[src/rtl/am_stim_source_mux.sv]
// Source selector in front of the AM demodulator: NCH ADC channels or an internal
// AM test tone, latency-matched, with muted switchover, output decimation and sticky clip flag.
module am_stim_source_mux #(
  parameter int DW    = 8,
  parameter int CW    = 16,
  parameter int MIW   = 8,
  parameter int NCH   = 2,
  parameter int SELW  = 2,
  parameter int SHIFT = 23,
  parameter int FLUSH = 8
) (
  input  logic                  clk,
  input  logic                  reset_n,
  input  logic [NCH*DW-1:0]     ch_data,
  input  logic [CW-1:0]         carrier,
  input  logic [CW-1:0]         mod_data,
  input  logic [MIW-1:0]        mod_index,
  input  logic [SELW-1:0]       sel,
  input  logic [7:0]            decim,
  input  logic                  sat_clr,
  output logic [DW-1:0]         dout,
  output logic                  dout_valid,
  output logic [SELW-1:0]       sel_active,
  output logic                  sat_flag
);

  localparam int PW = 2 * CW;
  localparam int EW = CW + MIW + 1;
  localparam int MW = $clog2(FLUSH + 1);

  localparam logic signed [EW-1:0] ENV_BIAS = EW'(2 ** (CW - 2));
  localparam logic signed [PW:0]   RND      = (PW + 1)'(2 ** (SHIFT - 1));
  localparam logic signed [PW:0]   SAT_HI   = (PW + 1)'(2 ** (DW - 1) - 1);
  localparam logic signed [PW:0]   SAT_LO   = ~SAT_HI;

  // Round half up: add half an LSB of the retained part, then floor-shift.
  function automatic logic signed [PW:0] round_half_up(input logic signed [PW-1:0] p);
    round_half_up = ((PW + 1)'(p) + RND) >>> SHIFT;
  endfunction

  function automatic logic clips(input logic signed [PW:0] r);
    clips = (r > SAT_HI) || (r < SAT_LO);
  endfunction

  function automatic logic signed [DW-1:0] saturate(input logic signed [PW:0] r);
    if (r > SAT_HI)
      saturate = {1'b0, {(DW - 1){1'b1}}};
    else if (r < SAT_LO)
      saturate = {1'b1, {(DW - 1){1'b0}}};
    else
      saturate = r[DW-1:0];
  endfunction

  logic signed [DW-1:0] adc_sel;
  logic                 am_sel;

  always_comb begin
    adc_sel = '0;
    for (int k = 0; k < NCH; k++)
      if (sel_active == SELW'(k)) adc_sel = ch_data[k*DW +: DW];
  end

  assign am_sel = (sel_active == SELW'(NCH));

  // ---- stage 1: input registers ----
  logic signed [CW-1:0] carrier_p1, mod_p1;
  logic [MIW-1:0]       idx_p1;
  logic signed [DW-1:0] adc_p1;
  logic                 am_p1;

  always_ff @(posedge clk or negedge reset_n) begin
    if (!reset_n) begin
      carrier_p1 <= '0;
      mod_p1     <= '0;
      idx_p1     <= '0;
      adc_p1     <= '0;
      am_p1      <= 1'b0;
    end else begin
      carrier_p1 <= carrier;
      mod_p1     <= mod_data;
      idx_p1     <= mod_index;
      adc_p1     <= adc_sel;
      am_p1      <= am_sel;
    end
  end

  // ---- stage 2: envelope 1 + m*mod, scaled so unity = 2^(CW-2) ----
  logic signed [EW-1:0] mod_prod, env_wide;
  logic signed [CW-1:0] carrier_p2, env_p2;
  logic signed [DW-1:0] adc_p2;
  logic                 am_p2;

  always_comb begin
    mod_prod = EW'(mod_p1) * EW'($signed({1'b0, idx_p1}));
    env_wide = ENV_BIAS + (mod_prod >>> (MIW + 1));
  end

  always_ff @(posedge clk or negedge reset_n) begin
    if (!reset_n) begin
      carrier_p2 <= '0;
      env_p2     <= '0;
      adc_p2     <= '0;
      am_p2      <= 1'b0;
    end else begin
      carrier_p2 <= carrier_p1;
      env_p2     <= env_wide[CW-1:0];
      adc_p2     <= adc_p1;
      am_p2      <= am_p1;
    end
  end

  // ---- stage 3: full-precision carrier * envelope ----
  logic signed [PW-1:0] p_p3;
  logic signed [DW-1:0] adc_p3;
  logic                 am_p3;

  always_ff @(posedge clk or negedge reset_n) begin
    if (!reset_n) begin
      p_p3   <= '0;
      adc_p3 <= '0;
      am_p3  <= 1'b0;
    end else begin
      p_p3   <= PW'(carrier_p2) * PW'(env_p2);
      adc_p3 <= adc_p2;
      am_p3  <= am_p2;
    end
  end

  // ---- stage 4: round, saturate, mute and decimate into dout ----
  logic signed [PW:0]   rnd_s4;
  logic                 clip_s4;
  logic signed [DW-1:0] res_s4;

  always_comb begin
    rnd_s4  = round_half_up(p_p3);
    clip_s4 = am_p3 && clips(rnd_s4);
    res_s4  = am_p3 ? saturate(rnd_s4) : adc_p3;
  end

  logic [MW-1:0] mute_cnt;
  logic [7:0]    dec_cnt, dec_period;
  logic          strobe;

  assign strobe = (dec_cnt == 8'd0);

  always_ff @(posedge clk or negedge reset_n) begin
    if (!reset_n) begin
      sel_active <= '0;
      mute_cnt   <= MW'(FLUSH);
    end else if (sel != sel_active) begin
      sel_active <= sel;
      mute_cnt   <= MW'(FLUSH);
    end else if (mute_cnt != '0) begin
      mute_cnt   <= mute_cnt - MW'(1);
    end
  end

  // The period is latched at each strobe so a decim change never truncates a running period.
  always_ff @(posedge clk or negedge reset_n) begin
    if (!reset_n) begin
      dec_cnt    <= 8'd0;
      dec_period <= 8'd0;
    end else if (strobe) begin
      dec_period <= decim;
      dec_cnt    <= (decim == 8'd0) ? 8'd0 : 8'd1;
    end else begin
      dec_cnt    <= (dec_cnt == dec_period) ? 8'd0 : dec_cnt + 8'd1;
    end
  end

  always_ff @(posedge clk or negedge reset_n) begin
    if (!reset_n) begin
      dout       <= '0;
      dout_valid <= 1'b0;
    end else begin
      dout_valid <= strobe;
      if (strobe) dout <= (mute_cnt != '0) ? '0 : res_s4;
    end
  end

  always_ff @(posedge clk or negedge reset_n) begin
    if (!reset_n)
      sat_flag <= 1'b0;
    else if (clip_s4)
      sat_flag <= 1'b1;
    else if (sat_clr)
      sat_flag <= 1'b0;
  end

endmodule

[config.mk]
export PLATFORM = sky130hd
export DESIGN_NAME = am_stim_source_mux
export DESIGN_NICKNAME = d
export VERILOG_FILES = /design/src/rtl/am_stim_source_mux.sv
export SDC_FILE = /design/constraint.sdc
export NUM_CORES = 1
export LEC_CHECK = 0
export CAP_MARGIN = 20
export CORE_ASPECT_RATIO = 0.8
export CORE_MARGIN = 3
export CORE_UTILIZATION = 57
export CTS_BUF_LIST = sky130_fd_sc_hd__clkbuf_16
export DETAILED_ROUTE_END_ITERATION = 12
export GPL_TIMING_DRIVEN = 0
export PLACE_DENSITY = 0.79
export SLEW_MARGIN = 20
export SYNTH_ARGS = -nofsm -noshare
export SYNTH_HDL_FRONTEND = slang
export SYNTH_SLANG_ARGS = --single-unit
export TNS_END_PERCENT = 5
[constraint.sdc]
create_clock -name clk -period 6.3 [get_ports clk]
set_clock_uncertainty 0.05 [all_clocks]
set_input_delay 0.63 -clock clk [delete_from_list [all_inputs] [get_ports clk]]
set_output_delay 0.63 -clock clk [all_outputs]
set_load 0.01 [all_outputs]
==> impl_metrics.py <==
metrics = {
    "run_status": {
        "status": "completed",
    },
    "drt": {
        "routedWlPerCell_um": 17.37,
        "first_pass_iters": 5,
        "ant_nets": 0,
        "avgViaCountPerCell": 5.299,
        "wl_mm": 41.60,
        "vias": 12692,
        "drc": 0,
        "first_iter_violations": 990,
    },
    "setup_path": {
        "r2r_slack_ps": 30,
        "r2r_cells": 21,
        "critPathRequiredTime_ps": 6550,
        "cpMostUsedCell": "fa_1",
        "crit_chain": "buf_4, and2_1, fa_1, inv_1, fa_1, fa_1, inv_1, fa_1, fa_1, inv_1, fa_1, inv_1, ha_1, nor2_1, or4_4, a21o_4, o211ai_4, a31oi_4, o2111ai_2, a21oi_2, xnor2_1",
        "regToRegStartpoint": "env_p2[6]$_DFF_PN0_",
        "critPathMaxStageDelay_ps": 580,
        "end_kind": "flip-flop",
        "critPathKind": "reg -> reg",
        "crit_start": "env_p2[6]$_DFF_PN0_",
        "crit_path_max_fanout": 10,
        "cp.buffers_inverters": 5,
        "start_kind": "flip-flop",
        "worstPathArrival_ps": 6520,
        "crit_family": "adder cells",
        "reg2reg_to": "p_p3[31]$_DFF_PN0_",
        "critical_path.slowest_cell": "fa_1",
    },
    "place": {
        "dpl.hpwl_mm": 32.54,
        "port-buffer-count": 80,
        "dpl.cell_count": 2316,
        "gp_congestion": 0.9730,
    },
    "yosys": {
        "syn_inst": 1822,
        "synth_edf_count": 0,
        "synth-xor-area-share": 0.03033,
        "ys_types": 55,
        "synth-compound-area-share": 0.03741,
        "ys.flop_type": "dfrtp_1",
        "synth_top_family_by_area": "adder cells",
        "synthMuxAreaShare": 0.004952,
        "syn_nets": 2383,
        "synth_simple_gate_area_share": 0.1453,
        "synth_adder_area_share": 0.4878,
        "synth_top_area_share": 0.3983,
        "yosysTopAreaCell": "fa_1",
        "syn_area_um2": 18190,
        "postSynthAreaPerCell_um2": 9.985,
        "synth.area.top_cells": "fa_1 40%, dfrtp_1 19%, inv_1 9.0%",
        "yosysWarnings": 0,
        "synthArstFlopShare": 1.000,
        "synth.ff_latch_count": 141,
        "ys_seq_area_frac": 0.1940,
    },
    "cells_and_area": {
        "num-nets-final": 2530,
        "final_cells": 2395,
        "final_core_util": 0.6781,
        "area_growth_pct": 15.10,
        "drive_above_1_share": 0.09384,
        "diodes": 0,
        "regArea_um2": 3565,
        "fillers": 2222,
        "multi_input_area_um2": 13050,
    },
    "global_route": {
        "grt_max_degree": 76,
        "antenna_found_initial": 0,
        "busiest_layer": "met2",
        "grt_pass1_vias": 13763,
        "grtUsageMet2": 0.4045,
        "use_met1": 0.3539,
        "gr-total-overflow": 0,
        "use_met3": 0.05585,
        "groute.usage.overall": 0.2536,
        "grt_pass1_wl_mm": 68.96,
    },
    "clocking": {
        "cts_hold_buf": 0,
        "htreeDepth": 4,
        "root_buffer": "clkbuf_16",
        "numClockSinks": 141,
        "cts_tree": "built",
        "cts_buffers": 17,
        "path_clk_slew_ps": 70,
        "insertion_delay_ps": 420,
        "clk_path_buf_depth": 2,
    },
    "floorplan": {
        "rows": 57,
        "core_region_area_um2": 30880,
        "die_w_um": 205.7,
        "dieArea_um2": 34110,
        "die_h_um": 165.8,
        "io_pins": 81,
        "start_util": 0.5891,
    },
    "timing": {
        "setup_violations": 0,
        "final-hold-violation-count": 0,
        "finalSetupTns_ps": 0,
        "hold_ws_ps": 92.69,
        "rsz0062_at_grt": "yes",
        "slew_headroom": 0.4838,
        "report.final.slew_viol_count": 0,
        "max_freq_mhz": 159.5,
        "worst_pin_slew_ps": 766.2,
        "period_share": 0.9950,
        "period_needed_ps": 6269,
    },
    "flow_run": {
        "drv_cap": 0,
    },
    "min_path": {
        "hold_class": "in -> async",
    },
}
-- repair_timing --
| item | CTS | global route |
|---|---|---|
| endpoints found under the setup margin | 10 | 7 |
| resized for setup | 98 | 71 |
| gates cloned | 0 | 1 |
| setup buffers | 10 | 37 |
| pin swaps | 15 | 36 |
-- placed cells by master (no fill, tap or decap), types with 17 or more instances in the layout --
master           count
nor2_1              53
clkbuf_16           17
inv_1              430
a21oi_1             29
xnor2_1             42
clkbuf_1            19
o21ai_0             20
clkdlybuf4s50_1     79
dfrtp_1            112
dfrtp_2             28
xor2_1              21
and2_1             195
buf_4               51
ha_1               122
fa_1               353
nand2_1            216
-- Yosys cell counts (all sizes together), types with 4 or more instances --
cell type and n:
and2 198, a21oi 33, xor2 21, inv 434, o21bai 4, a31oi 5
dfrtp 140, mux2i 9, nand2 218, a21o 10, clkbuf 50, nor2 53
o21ai 21, xnor2 42, nand3 15, nor3 4, fa 362, nand4 7
ha 130, nor2b 8, nand2b 7, o221ai 4, and3 6
-- worst max-delay path by stage --
stage | slack [ps] | to | cells past startpoint
3_3_place_gp | -850 | p_p3[31]$_DFF_PN0_ | 20
3_5_place_dp | -920 | p_p3[31]$_DFF_PN0_ | 20
2_1_floorplan | 90 | p_p3[31]$_DFF_PN0_ | 20
4_1_cts | 9 | p_p3[31]$_DFF_PN0_ | 22
6_report | 30 | p_p3[31]$_DFF_PN0_ | 21
5_1_grt | -140 | p_p3[31]$_DFF_PN0_ | 21
-- per-stage QoR --
step / setup slack, ps / instance area [um2]
6_report: 31.39 / 20940
5_1_grt: -144.1 / 20940
4_1_cts: 8.855 / 20480
3_5_place_dp: -916.7 / 19550
3_3_place_gp: -854.2 / 19510
2_1_floorplan: 86.68 / 18200
-- per-layer routing --
layer	wire length (um)	vias to the layer above
met4	1167	0
met3	3177	104
met5	0	-
met1	17360	6405
li1	-	5666
met2	19900	517
-- cell type report --
| type | instances | area share |
|---|---|---|
| multi-input combinational | 1195 | 0.6234 |
| sequential | 141 | 0.1702 |
| inverter | 435 | 0.07810 |
| timing repair buffer | 129 | 0.05766 |
| tap | 413 | 0.02468 |
| clock buffer | 17 | 0.02032 |
| buffer | 50 | 0.01817 |
| clock inverter | 15 | 0.007410 |
-- cells by family (layout without fill, tap and decap cells) --
logic type,count (synthesis),in the layout
AND/OR/NAND/NOR,530,530
adder cells (fa/ha/maj),492,492
buffers and inverters,486,646
flip-flops,141,141
AO/OA/AOI/OAI,101,101
XOR/XNOR,63,63
multiplexers,9,9
-- flip-flops by register name, indices dropped and copies added (netlist names), 4 cells and up --
name and count:
adc_p1 8, adc_p2 8, adc_p3 8, carrier_p1 16
carrier_p2 16, dec_cnt 8, dec_period 8, dout 8
env_p2 16, idx_p1 8, mod_p1 16, mute_cnt 4
p_p3 10
Power is not shown: default switching activity piles up to over one toggle a cycle in this logic, so the estimate is an artifact.
